==> config.mk <==
export PLATFORM = sky130hd
export DESIGN_NAME = uart_prog_ctrl
export DESIGN_NICKNAME = d
export VERILOG_FILES = /design/src/rtl/uart_prog_pkg.sv /design/src/rtl/uart_prog_word_asm.sv /design/src/rtl/uart_prog_ctrl.sv
export SDC_FILE = /design/constraint.sdc
export NUM_CORES = 1
export LEC_CHECK = 0
export ABC_CLOCK_PERIOD_IN_PS = 6000
export CAP_MARGIN = 10
export CORE_UTILIZATION = 60
export CTS_BUF_LIST = sky130_fd_sc_hd__clkbuf_4 sky130_fd_sc_hd__clkbuf_8
export DETAILED_ROUTE_END_ITERATION = 10
export DONT_BUFFER_PORTS = 1
export PLACE_DENSITY_LB_ADDON = 0.25
export SLEW_MARGIN = 10
export SYNTH_ARGS = -nofsm -noshare
export SYNTH_HDL_FRONTEND = slang
export SYNTH_SLANG_ARGS = --single-unit
==> constraint.sdc <==
create_clock -name clk_i -period 6 [get_ports clk_i]
set_input_delay 0.9 -clock clk_i [delete_from_list [all_inputs] [get_ports clk_i]]
set_output_delay 0.9 -clock clk_i [all_outputs]
set_load 0.05 [all_outputs]
==> src/rtl/uart_prog_pkg.sv <==
// Shared types and defaults for the UART program loader.
package uart_prog_pkg;

  typedef enum logic [1:0] {
    ST_IDLE  = 2'd0,
    ST_RECV  = 2'd1,
    ST_WRITE = 2'd2,
    ST_DONE  = 2'd3
  } state_e;

  localparam int unsigned LANE_W         = 8;
  localparam int unsigned BYTES_PER_WORD = 4;
  localparam int unsigned WORD_W         = LANE_W * BYTES_PER_WORD;
  localparam int unsigned TMO_W          = 20;

  localparam logic [WORD_W-1:0] DEF_END_WORD     = 32'h0000_0FFF;
  localparam logic [15:0]       DEF_CLKS_PER_BIT = 16'd87;

endpackage

==> src/rtl/uart_prog_word_asm.sv <==
// Little-endian byte-to-word assembler with a one-byte skid buffer and
// partial-word timeout. Outputs suffixed _c_o are combinational.
module uart_prog_word_asm
  import uart_prog_pkg::*;
#(
  parameter logic [TMO_W-1:0] TIMEOUT_CYC = 20'd1_000_000
) (
  input  logic              clk_i,
  input  logic              rst_i,
  input  logic              start_i,
  input  logic              recv_i,
  input  logic              hold_i,
  input  logic              word_ack_i,
  input  logic              rx_dv_i,
  input  logic [LANE_W-1:0] rx_byte_i,
  output logic              word_valid_c_o,
  output logic [WORD_W-1:0] word_c_o,
  output logic              overrun_c_o,
  output logic              timeout_c_o
);

  localparam int unsigned IDX_W  = $clog2(BYTES_PER_WORD);
  localparam int unsigned FILL_W = IDX_W + 1;

  logic [BYTES_PER_WORD-1:0][LANE_W-1:0] lanes_q, lanes_d, lanes_v;
  logic [IDX_W-1:0]  idx_q, idx_d;
  logic [FILL_W-1:0] fill_v;
  logic [LANE_W-1:0] skid_q, skid_d;
  logic              skid_vld_q, skid_vld_d;
  logic [TMO_W-1:0]  tmo_q, tmo_d;

  always_ff @(posedge clk_i) begin
    if (rst_i) begin
      lanes_q    <= '0;
      idx_q      <= '0;
      skid_q     <= '0;
      skid_vld_q <= 1'b0;
      tmo_q      <= '0;
    end else begin
      lanes_q    <= lanes_d;
      idx_q      <= idx_d;
      skid_q     <= skid_d;
      skid_vld_q <= skid_vld_d;
      tmo_q      <= tmo_d;
    end
  end

  // A pending skid byte always lands ahead of a same-cycle new byte.
  always_comb begin
    lanes_d        = lanes_q;
    idx_d          = idx_q;
    skid_d         = skid_q;
    skid_vld_d     = skid_vld_q;
    tmo_d          = tmo_q;
    lanes_v        = lanes_q;
    fill_v         = {1'b0, idx_q};
    word_valid_c_o = 1'b0;
    overrun_c_o    = 1'b0;
    timeout_c_o    = 1'b0;

    if (start_i) begin
      lanes_d    = '0;
      idx_d      = '0;
      skid_d     = '0;
      skid_vld_d = 1'b0;
      tmo_d      = '0;
    end else if (recv_i) begin
      if (skid_vld_q) begin
        lanes_v[fill_v[IDX_W-1:0]] = skid_q;
        fill_v                     = fill_v + FILL_W'(1);
        skid_vld_d                 = 1'b0;
      end
      if (rx_dv_i) begin
        lanes_v[fill_v[IDX_W-1:0]] = rx_byte_i;
        fill_v                     = fill_v + FILL_W'(1);
      end

      if (fill_v == FILL_W'(BYTES_PER_WORD)) begin
        word_valid_c_o = 1'b1;
        lanes_d        = '0;
        idx_d          = '0;
        tmo_d          = '0;
      end else if (skid_vld_q || rx_dv_i) begin
        lanes_d = lanes_v;
        idx_d   = fill_v[IDX_W-1:0];
        tmo_d   = '0;
      end else if (idx_q == '0) begin
        tmo_d = '0;
      end else if (tmo_q == TIMEOUT_CYC - TMO_W'(1)) begin
        timeout_c_o = 1'b1;
        lanes_d     = '0;
        idx_d       = '0;
        tmo_d       = '0;
      end else begin
        tmo_d = tmo_q + TMO_W'(1);
      end
    end else if (hold_i) begin
      if (rx_dv_i) begin
        if (skid_vld_q) begin
          overrun_c_o = 1'b1;
        end else begin
          skid_d     = rx_byte_i;
          skid_vld_d = 1'b1;
        end
      end
      if (word_ack_i) begin
        lanes_d = '0;
        idx_d   = '0;
        tmo_d   = '0;
      end
    end
  end

  assign word_c_o = lanes_v;

endmodule

==> src/rtl/uart_prog_ctrl.sv <==
// Boot-time program loader: turns UART bytes into 32-bit memory writes
// until the end-of-program marker word is received.
module uart_prog_ctrl
  import uart_prog_pkg::*;
#(
  parameter int unsigned        ADDR_W           = 14,
  parameter logic [WORD_W-1:0]  END_WORD         = DEF_END_WORD,
  parameter logic [15:0]        CLKS_PER_BIT_DEF = DEF_CLKS_PER_BIT,
  parameter logic [TMO_W-1:0]   TIMEOUT_CYC      = 20'd1_000_000
) (
  input  logic              clk_i,
  input  logic              rst_i,
  input  logic              en_i,
  output logic [15:0]       clks_per_bit_o,
  input  logic              rx_dv_i,
  input  logic [LANE_W-1:0] rx_byte_i,
  output logic              mem_req_o,
  output logic              mem_we_o,
  output logic [ADDR_W-1:0] mem_addr_o,
  output logic [WORD_W-1:0] mem_wdata_o,
  input  logic              mem_gnt_i,
  output logic              busy_o,
  output logic              done_o,
  output logic [ADDR_W-2:0] word_cnt_o,
  output logic              err_overrun_o,
  output logic              err_timeout_o
);

  localparam int unsigned CNT_W = ADDR_W - 1;

  state_e            state_q, state_d;
  logic              mem_req_q, busy_q, done_q;
  logic [ADDR_W-1:0] addr_q, addr_d;
  logic [WORD_W-1:0] wdata_q, wdata_d;
  logic [CNT_W-1:0]  cnt_q, cnt_d;
  logic              err_ovr_q, err_ovr_d;
  logic              err_tmo_q, err_tmo_d;
  logic              start_c, ack_c;
  logic              word_valid_c, overrun_c, timeout_c;
  logic [WORD_W-1:0] word_c;

  uart_prog_word_asm #(
    .TIMEOUT_CYC (TIMEOUT_CYC)
  ) u_word_asm (
    .clk_i          (clk_i),
    .rst_i          (rst_i),
    .start_i        (start_c),
    .recv_i         (state_q == ST_RECV),
    .hold_i         (state_q == ST_WRITE),
    .word_ack_i     (ack_c),
    .rx_dv_i        (rx_dv_i),
    .rx_byte_i      (rx_byte_i),
    .word_valid_c_o (word_valid_c),
    .word_c_o       (word_c),
    .overrun_c_o    (overrun_c),
    .timeout_c_o    (timeout_c)
  );

  // Status outputs are registered from the next state so they align with it.
  always_ff @(posedge clk_i) begin
    if (rst_i) begin
      state_q   <= ST_IDLE;
      mem_req_q <= 1'b0;
      busy_q    <= 1'b0;
      done_q    <= 1'b0;
      addr_q    <= '0;
      wdata_q   <= '0;
      cnt_q     <= '0;
      err_ovr_q <= 1'b0;
      err_tmo_q <= 1'b0;
    end else begin
      state_q   <= state_d;
      mem_req_q <= (state_d == ST_WRITE);
      busy_q    <= (state_d != ST_IDLE);
      done_q    <= (state_d == ST_DONE);
      addr_q    <= addr_d;
      wdata_q   <= wdata_d;
      cnt_q     <= cnt_d;
      err_ovr_q <= err_ovr_d;
      err_tmo_q <= err_tmo_d;
    end
  end

  always_comb begin
    state_d   = state_q;
    addr_d    = addr_q;
    wdata_d   = wdata_q;
    cnt_d     = cnt_q;
    err_ovr_d = err_ovr_q;
    err_tmo_d = err_tmo_q;
    start_c   = 1'b0;
    ack_c     = 1'b0;

    unique case (state_q)
      ST_IDLE: begin
        if (en_i) begin
          state_d   = ST_RECV;
          start_c   = 1'b1;
          addr_d    = '0;
          cnt_d     = '0;
          err_ovr_d = 1'b0;
          err_tmo_d = 1'b0;
        end
      end
      ST_RECV: begin
        if (word_valid_c) begin
          if (word_c == END_WORD) begin
            state_d = ST_DONE;
          end else begin
            state_d = ST_WRITE;
            wdata_d = word_c;
          end
        end
      end
      ST_WRITE: begin
        if (mem_gnt_i) begin
          ack_c   = 1'b1;
          addr_d  = addr_q + ADDR_W'(BYTES_PER_WORD);
          cnt_d   = cnt_q + CNT_W'(1);
          state_d = ST_RECV;
        end
      end
      ST_DONE: state_d = ST_IDLE;
      default: state_d = ST_IDLE;
    endcase

    if (overrun_c) err_ovr_d = 1'b1;
    if (timeout_c) err_tmo_d = 1'b1;
  end

  assign clks_per_bit_o = CLKS_PER_BIT_DEF;
  assign mem_req_o      = mem_req_q;
  assign mem_we_o       = mem_req_q;
  assign mem_addr_o     = addr_q;
  assign mem_wdata_o    = wdata_q;
  assign busy_o         = busy_q;
  assign done_o         = done_q;
  assign word_cnt_o     = cnt_q;
  assign err_overrun_o  = err_ovr_q;
  assign err_timeout_o  = err_tmo_q;

endmodule

==> results.py, run 1 <==
metrics = {
    "floorplan": {
        "rows": 40,
        "dieHeight_um": 114,
        "ioPinCount": 94,
        "fp.dieArea_um2": 13000,
        "die_w_um": 114,
        "core_region_area_um2": 12100,
        "start_util_pct": 62.2,
    },
    "timing": {
        "worst_pin_slew_ps": 1080,
        "hold_violations": 0,
        "drv_slew": 0,
        "relSlewSlack_pct": 28.2,
        "clock-skew-final_ps": 7.27,
        "fmax_mhz": 234,
        "post-route-min-period_ps": 4270,
        "rsz0062_at_grt": "false",
        "fin_tns_setup_ps": 0,
        "finalCritPeriodShare_pct": 71.2,
        "setup-violations-final": 0,
    },
    "critical_path": {
        "cpMostUsedCell": "or3_1",
        "critPathKind": "reg -> reg",
        "crit_fanout": 44,
        "worstSetupStartpoint": "u_word_asm.idx_q[0]$_SDFFE_PP0P_",
        "start_kind": "flip-flop",
        "worstReg2RegEnd": "done_o$_SDFF_PP0_",
        "critPathCaptureType": "flip-flop",
        "reg2reg_depth": 10,
        "worstPathCellList": "inv_1, ha_1, and4b_1, or3_1, o221ai_2, or4b_1, or3_1, buf_4, or3_4, a2111oi_4",
        "critPathRequiredTime_ps": 6360,
        "cpPeakStageDelay_ps": 620,
        "r2r-start": "u_word_asm.idx_q[0]$_SDFFE_PP0P_",
        "arrival_ps": 4630,
        "critical_path.slowest_cell": "dfxtp_1",
        "r2r_slack_ps": 1730,
    },
    "synth": {
        "synth_top_family_by_area": "simple AND/OR/NAND/NOR gates",
        "synth_flop_cell": "dfxtp_1",
        "yosysTopAreaCellShare_pct": 33.7,
        "ys_warn_count": 0,
        "yosysSeqAreaShare_pct": 33.7,
        "synthCells": 968,
        "synth_compound_area_share_pct": 22.5,
        "synth-async-reset-ratio_pct": 0,
        "ys_seq_elements": 127,
        "syn_avg_cell_area_um2": 7.79,
        "synth-simple-area-share_pct": 27.6,
        "synthMuxAreaShare_pct": 3.73,
        "syn_area_um2": 7540,
        "synth_fa_ha_area_share_pct": 1.83,
        "synth_edf_count": 0,
        "synth-xor-area-share_pct": 3.25,
        "synth_top_cell_by_area": "dfxtp_1",
        "synth.distinct_cells": 69,
        "ys_top_cells_by_area": "dfxtp_1 34%, nor2_1 7.1%, a21oi_1 4.8%",
    },
    "run": {
        "drv_cap": 0,
    },
    "clock_tree": {
        "post_cts_buffers": 0,
        "cts-root-buf": "clkbuf_8",
        "clock_path_buffers": 2,
        "cts_tree": "built",
        "numClockSinks": 127,
        "path_clk_slew_ps": 70,
        "hold_buffers": 0,
        "cts_resized": 0,
        "cts_max_level": 4,
        "clock_latency_ps": 460,
        "cts_buffers": 17,
    },
    "grt": {
        "grt_pass1_wl_um": 33200,
        "grt_usage_pct": 33.0,
        "grt_max_degree": 69,
        "antenna_found_initial": 0,
        "grt_overflow": 0,
        "grt_pass1_vias": 6388,
    },
    "cells_and_area": {
        "mostFrequentLayoutCells": "143 x nor2_1, 127 x dfxtp_1, 77 x nand2_1",
        "layout-drive-gt1-share_pct": 7.53,
        "antenna_cells": 0,
        "instances_no_fill": 1097,
        "fillers": 1064,
        "layout_commonest_cell": "nor2_1",
        "area_delta_synth_final_pct": 5.01,
        "layout.nets": 941,
    },
    "routing": {
        "totalWireLength_um": 21300,
        "via_per_inst": 6.61,
        "drt_iter0_drc": 982,
        "route.detailed.drc": 0,
        "drtAntennaViolNets": 0,
        "dr.pass1.iters": 7,
        "num_vias": 7252,
        "post_drt_wl_per_cell_um": 19.4,
    },
    "placement": {
        "dp.cells": 1066,
        "gp_congestion": 0.997,
        "dp_hpwl_um": 14600,
        "port_buffers": 0,
    },
    "min_path": {
        "whs_path_depth": 2,
        "min-delay-start": "u_word_asm.tmo_q[1]$_SDFFE_PP0P_",
        "hp-class": "reg -> reg",
        "worstHoldEndpoint": "u_word_asm.tmo_q[1]$_SDFFE_PP0P_",
    },
    "outcome": {
        "outcome": "complete, no violations",
    },
    "power": {
        "switchingPower_w": 0.000506,
        "pwr_density_cell_nw_per_um2": 239,
        "pwr-share-seq_pct": 45.2,
        "p_leak_nw": 2.57,
        "pwr-share-clk_pct": 45.2,
        "irDropWorstVdd_uv": 161,
        "internal_power_w": 0.00139,
        "swShare_pct": 26.8,
        "p_comb_share_pct": 9.7,
    },
}
[through the flow]
step	setup WS [ps]	power, W	utilization, %	cell area (um2)	hold slack [ps]
after CTS	1790	0.00190	65.4	7920	479
after floorplan	2230	0.00103	-	7600	454
final	1730	0.00189	65.4	7920	493
after global routing	1480	0.00195	65.4	7920	481
after detailed placement	1820	0.00105	61.6	7460	482
after global placement	1900	0.00105	61.6	7460	463
[metal layers]
metal	part of all wire, %	GRT usage [%]	wire length (um)
met2	43	48.8	9080
met1	43	44.0	9150
met5	0	0	0
met3	11	9.37	2290
met4	3.6	16.7	764
[registers in the layout (all words and copies together) (netlist names), 2 cells and up]
name	count
word_cnt_o	13
mem_wdata_o	32
mem_addr_o	12
u_word_asm.lanes_q	32
state_q	2
u_word_asm.skid_q	8
u_word_asm.tmo_q	20
u_word_asm.idx_q	2
[cell families after synthesis]
logic type	count (synthesis)
mux	28
buf+inv	124
compound gates	238
xor+xnor	28
other cells	2
flops	127
simple gates	410
fa+ha+maj	11
[Yosys cell counts, types with 15 or more instances]
library cell	count
xor2_1	19
and3_1	19
a21oi_1	73
o221ai_1	17
nand3_1	15
nand4_1	19
or4_1	19
nor4_1	18
a2111oi_0	24
buf_4	19
dfxtp_1	127
nor2_1	143
o21ai_0	34
clkbuf_1	64
inv_1	25
nor3_1	31
nand2_1	77
mux2i_1	27
[worst max path at each step]
stage | slack, ps | end | depth (start not counted)
2_1_floorplan | 2230 | done_o$_SDFF_PP0_ | 13
3_3_place_gp | 1900 | done_o$_SDFF_PP0_ | 10
3_5_place_dp | 1820 | done_o$_SDFF_PP0_ | 10
4_1_cts | 1790 | done_o$_SDFF_PP0_ | 10
5_1_grt | 1480 | mem_wdata_o[6]$_SDFFE_PP0P_ | 7
6_report | 1730 | done_o$_SDFF_PP0_ | 10
[power groups by stage]
stage	logic [W]	registers, W	clock network, W
6_report	0.000183	0.000854	0.000855
2_1_floorplan	0.000161	0.000872	0
5_1_grt	0.000197	0.000854	0.000903
3_3_place_gp	0.000175	0.000874	0
3_5_place_dp	0.000179	0.000874	0
4_1_cts	0.000179	0.000854	0.000868
[worst max-delay path: cells and delay by family (launching register included)]
| kind | cells | cell delay [ps] |
|---|---|---|
| DFF | 1 | 620 |
| AOI/OAI and AO/OA | 2 | 600 |
| and+or+nand+nor | 5 | 1970 |
| adders and majority gates | 1 | 480 |
| buffers and inverters | 2 | 500 |
[cell type report]
class / instances / area [um2] / area share (%)
multi-input cells: 733 / 4520 / 57.1
flip-flops and latches: 127 / 2540 / 32.1
clock buffers: 18 / 241 / 3.05
clock inverters: 13 / 213 / 2.69
well taps: 168 / 210 / 2.66
inverters: 26 / 97.6 / 1.23
repair buffers: 12 / 90.1 / 1.14
No activity file was read; power rests on OpenSTA's default activity.
==> inputs of run 2 (changes only) <==
- ABC_CLOCK_PERIOD_IN_PS: 6000 -> 3480
- clock period: 6 -> 3.48 ns (I/O delays scaled with it)
==> results.py, run 2 (same netlist as run 1, synthesis figures left out) <==
metrics = {
    "outcome": {
        "outcome": "complete, no violations",
    },
    "timing": {
        "relSlewSlack_pct": 30.4,
        "fin_tns_setup_ps": 0,
        "drv_slew": 0,
        "setup-violations-final": 0,
        "worst_pin_slew_ps": 1040,
        "fmax_mhz": 299,
        "hold_violations": 0,
        "rsz0062_at_grt": "false",
        "clock-skew-final_ps": 7.56,
        "post-route-min-period_ps": 3350,
        "finalCritPeriodShare_pct": 96.2,
    },
    "min_path": {
        "hp-class": "in -> reg",
        "whs_path_depth": 1,
    },
    "critical_path": {
        "worstPathCellList": "inv_4, ha_2, and4bb_2, o31a_1, o221ai_1, or4b_1, or3_1, buf_4, buf_12, nor4_1, a311o_1",
        "reg2reg_depth": 11,
        "cpPeakStageDelay_ps": 510,
        "r2r-start": "u_word_asm.idx_q[0]$_SDFFE_PP0P_",
        "start_kind": "flip-flop",
        "worstReg2RegEnd": "mem_wdata_o[21]$_SDFFE_PP0P_",
        "critPathKind": "reg -> reg",
        "crit_fanout": 33,
        "critical_path.slowest_cell": "or4b_1",
        "r2r_slack_ps": 130,
        "worstSetupStartpoint": "u_word_asm.idx_q[0]$_SDFFE_PP0P_",
        "critical_path.endpoint": "mem_wdata_o[21]$_SDFFE_PP0P_",
        "critPathRequiredTime_ps": 3880,
        "arrival_ps": 3740,
        "critPathCaptureType": "flip-flop",
    },
    "floorplan": {
        "fp.dieArea_um2": 13000,
        "rows": 40,
        "start_util_pct": 62.2,
        "dieHeight_um": 114,
        "ioPinCount": 94,
        "core_region_area_um2": 12100,
        "die_w_um": 114,
    },
    "cells_and_area": {
        "final_util_pct": 67.3,
        "antenna_cells": 0,
        "layout-drive-gt1-share_pct": 11.4,
        "multi_input_area_um2": 4550,
        "fillers": 1023,
        "layout_commonest_cell": "nor2_1",
        "area_delta_synth_final_pct": 8.05,
        "layout.nets": 970,
        "seq_area_um2": 2540,
        "fin_area_um2": 8150,
        "mostFrequentLayoutCells": "142 x nor2_1, 126 x dfxtp_1, 77 x nand2_1",
    },
    "placement": {
        "dp_hpwl_um": 15700,
        "port_buffers": 0,
        "placed_cell_area_um2": 7690,
        "gp_congestion": 0.997,
    },
    "routing": {
        "totalWireLength_um": 22500,
        "dr.pass1.iters": 9,
        "via_per_inst": 6.59,
        "route.detailed.drc": 0,
        "drtAntennaViolNets": 0,
        "num_vias": 7416,
        "drt_iter0_drc": 1026,
        "post_drt_wl_per_cell_um": 20.0,
    },
    "power": {
        "pwr_density_cell_nw_per_um2": 387,
        "irDropWorstVdd_uv": 323,
        "fin_total_pwr_w": 0.00315,
        "p_leak_nw": 2.71,
    },
    "grt": {
        "grt_usage_pct": 34.8,
        "antenna_found_initial": 1,
        "grt_max_degree": 46,
        "grt_pass1_vias": 6711,
        "grt_overflow": 0,
        "grt_pass1_wl_um": 35100,
    },
    "clock_tree": {
        "clock_latency_ps": 450,
        "cts_tree": "built",
        "cts-root-buf": "clkbuf_8",
        "cts_buffers": 17,
        "cts_max_level": 4,
        "path_clk_slew_ps": 80,
        "numClockSinks": 127,
        "clock_path_buffers": 2,
    },
    "run": {
        "drv_cap": 0,
    },
}
## run 2: worst min path at each step
stage	from	to
3_3_place_gp	u_word_asm.tmo_q[1]$_SDFFE_PP0P_	u_word_asm.tmo_q[1]$_SDFFE_PP0P_
2_1_floorplan	u_word_asm.tmo_q[1]$_SDFFE_PP0P_	u_word_asm.tmo_q[1]$_SDFFE_PP0P_
3_5_place_dp	u_word_asm.lanes_q[14]$_SDFFE_PP0P_	u_word_asm.lanes_q[14]$_SDFFE_PP0P_
5_1_grt	rst_i	state_q[0]$_SDFF_PP0_
4_1_cts	rst_i	done_o$_SDFF_PP0_
6_report	rst_i	word_cnt_o[0]$_SDFFE_PP0P_
## run 2: through the flow
stage / hold WS (ps) / setup slack [ps] / cells
6_report: 138 / 132 / 1126
5_1_grt: 110 / 7.37 / 1126
4_1_cts: 117 / 35.0 / 1124
3_5_place_dp: 481 / 66.8 / 1093
3_3_place_gp: 461 / 88.0 / 1093
2_1_floorplan: 454 / 5.07 / 984
## run 2: final cells by class
type / instances / area share (%)
Clock buffer: 18 / 2.96
Clock inverter: 13 / 2.01
Inverter: 26 / 1.23
Multi-Input combinational cell: 733 / 55.9
Sequential cell: 127 / 31.2
Tap cell: 168 / 2.58
Timing Repair Buffer: 41 / 4.09
## run 2: timing repair
item                       in CTS  in global routing
hold buffers                    0                  0
setup endpoints to repair       0                 33
buffers inserted                0                  2
gates resized for setup         0                  9
## run 2: critical path, delay by kind of cell (launching register included)
kind	cells	cell delay [ps]
and+or+nand+nor	4	1520
AOI/OAI and AO/OA	3	630
DFF	1	360
buffers and inverters	3	410
adders and majority gates	1	370
## run 2: where the power goes
part	total (W)	switching [W]	internal (W)
logic	0.000353	0.000260	0.0000932
registers	0.00147	0.0000138	0.00146
clock network	0.00133	0.000614	0.000713
total	0.00315	0.000888	0.00226
## run 2: per-layer routing
layer  up-vias  share of wire (%)  global-route usage, %
met3        45                9.6                   9.05
met4         0                2.3                   13.2
met5         -                  0                      0
met1      3522                 43                   46.4
li1       3489                  -                      -
met2       360                 45                   54.1
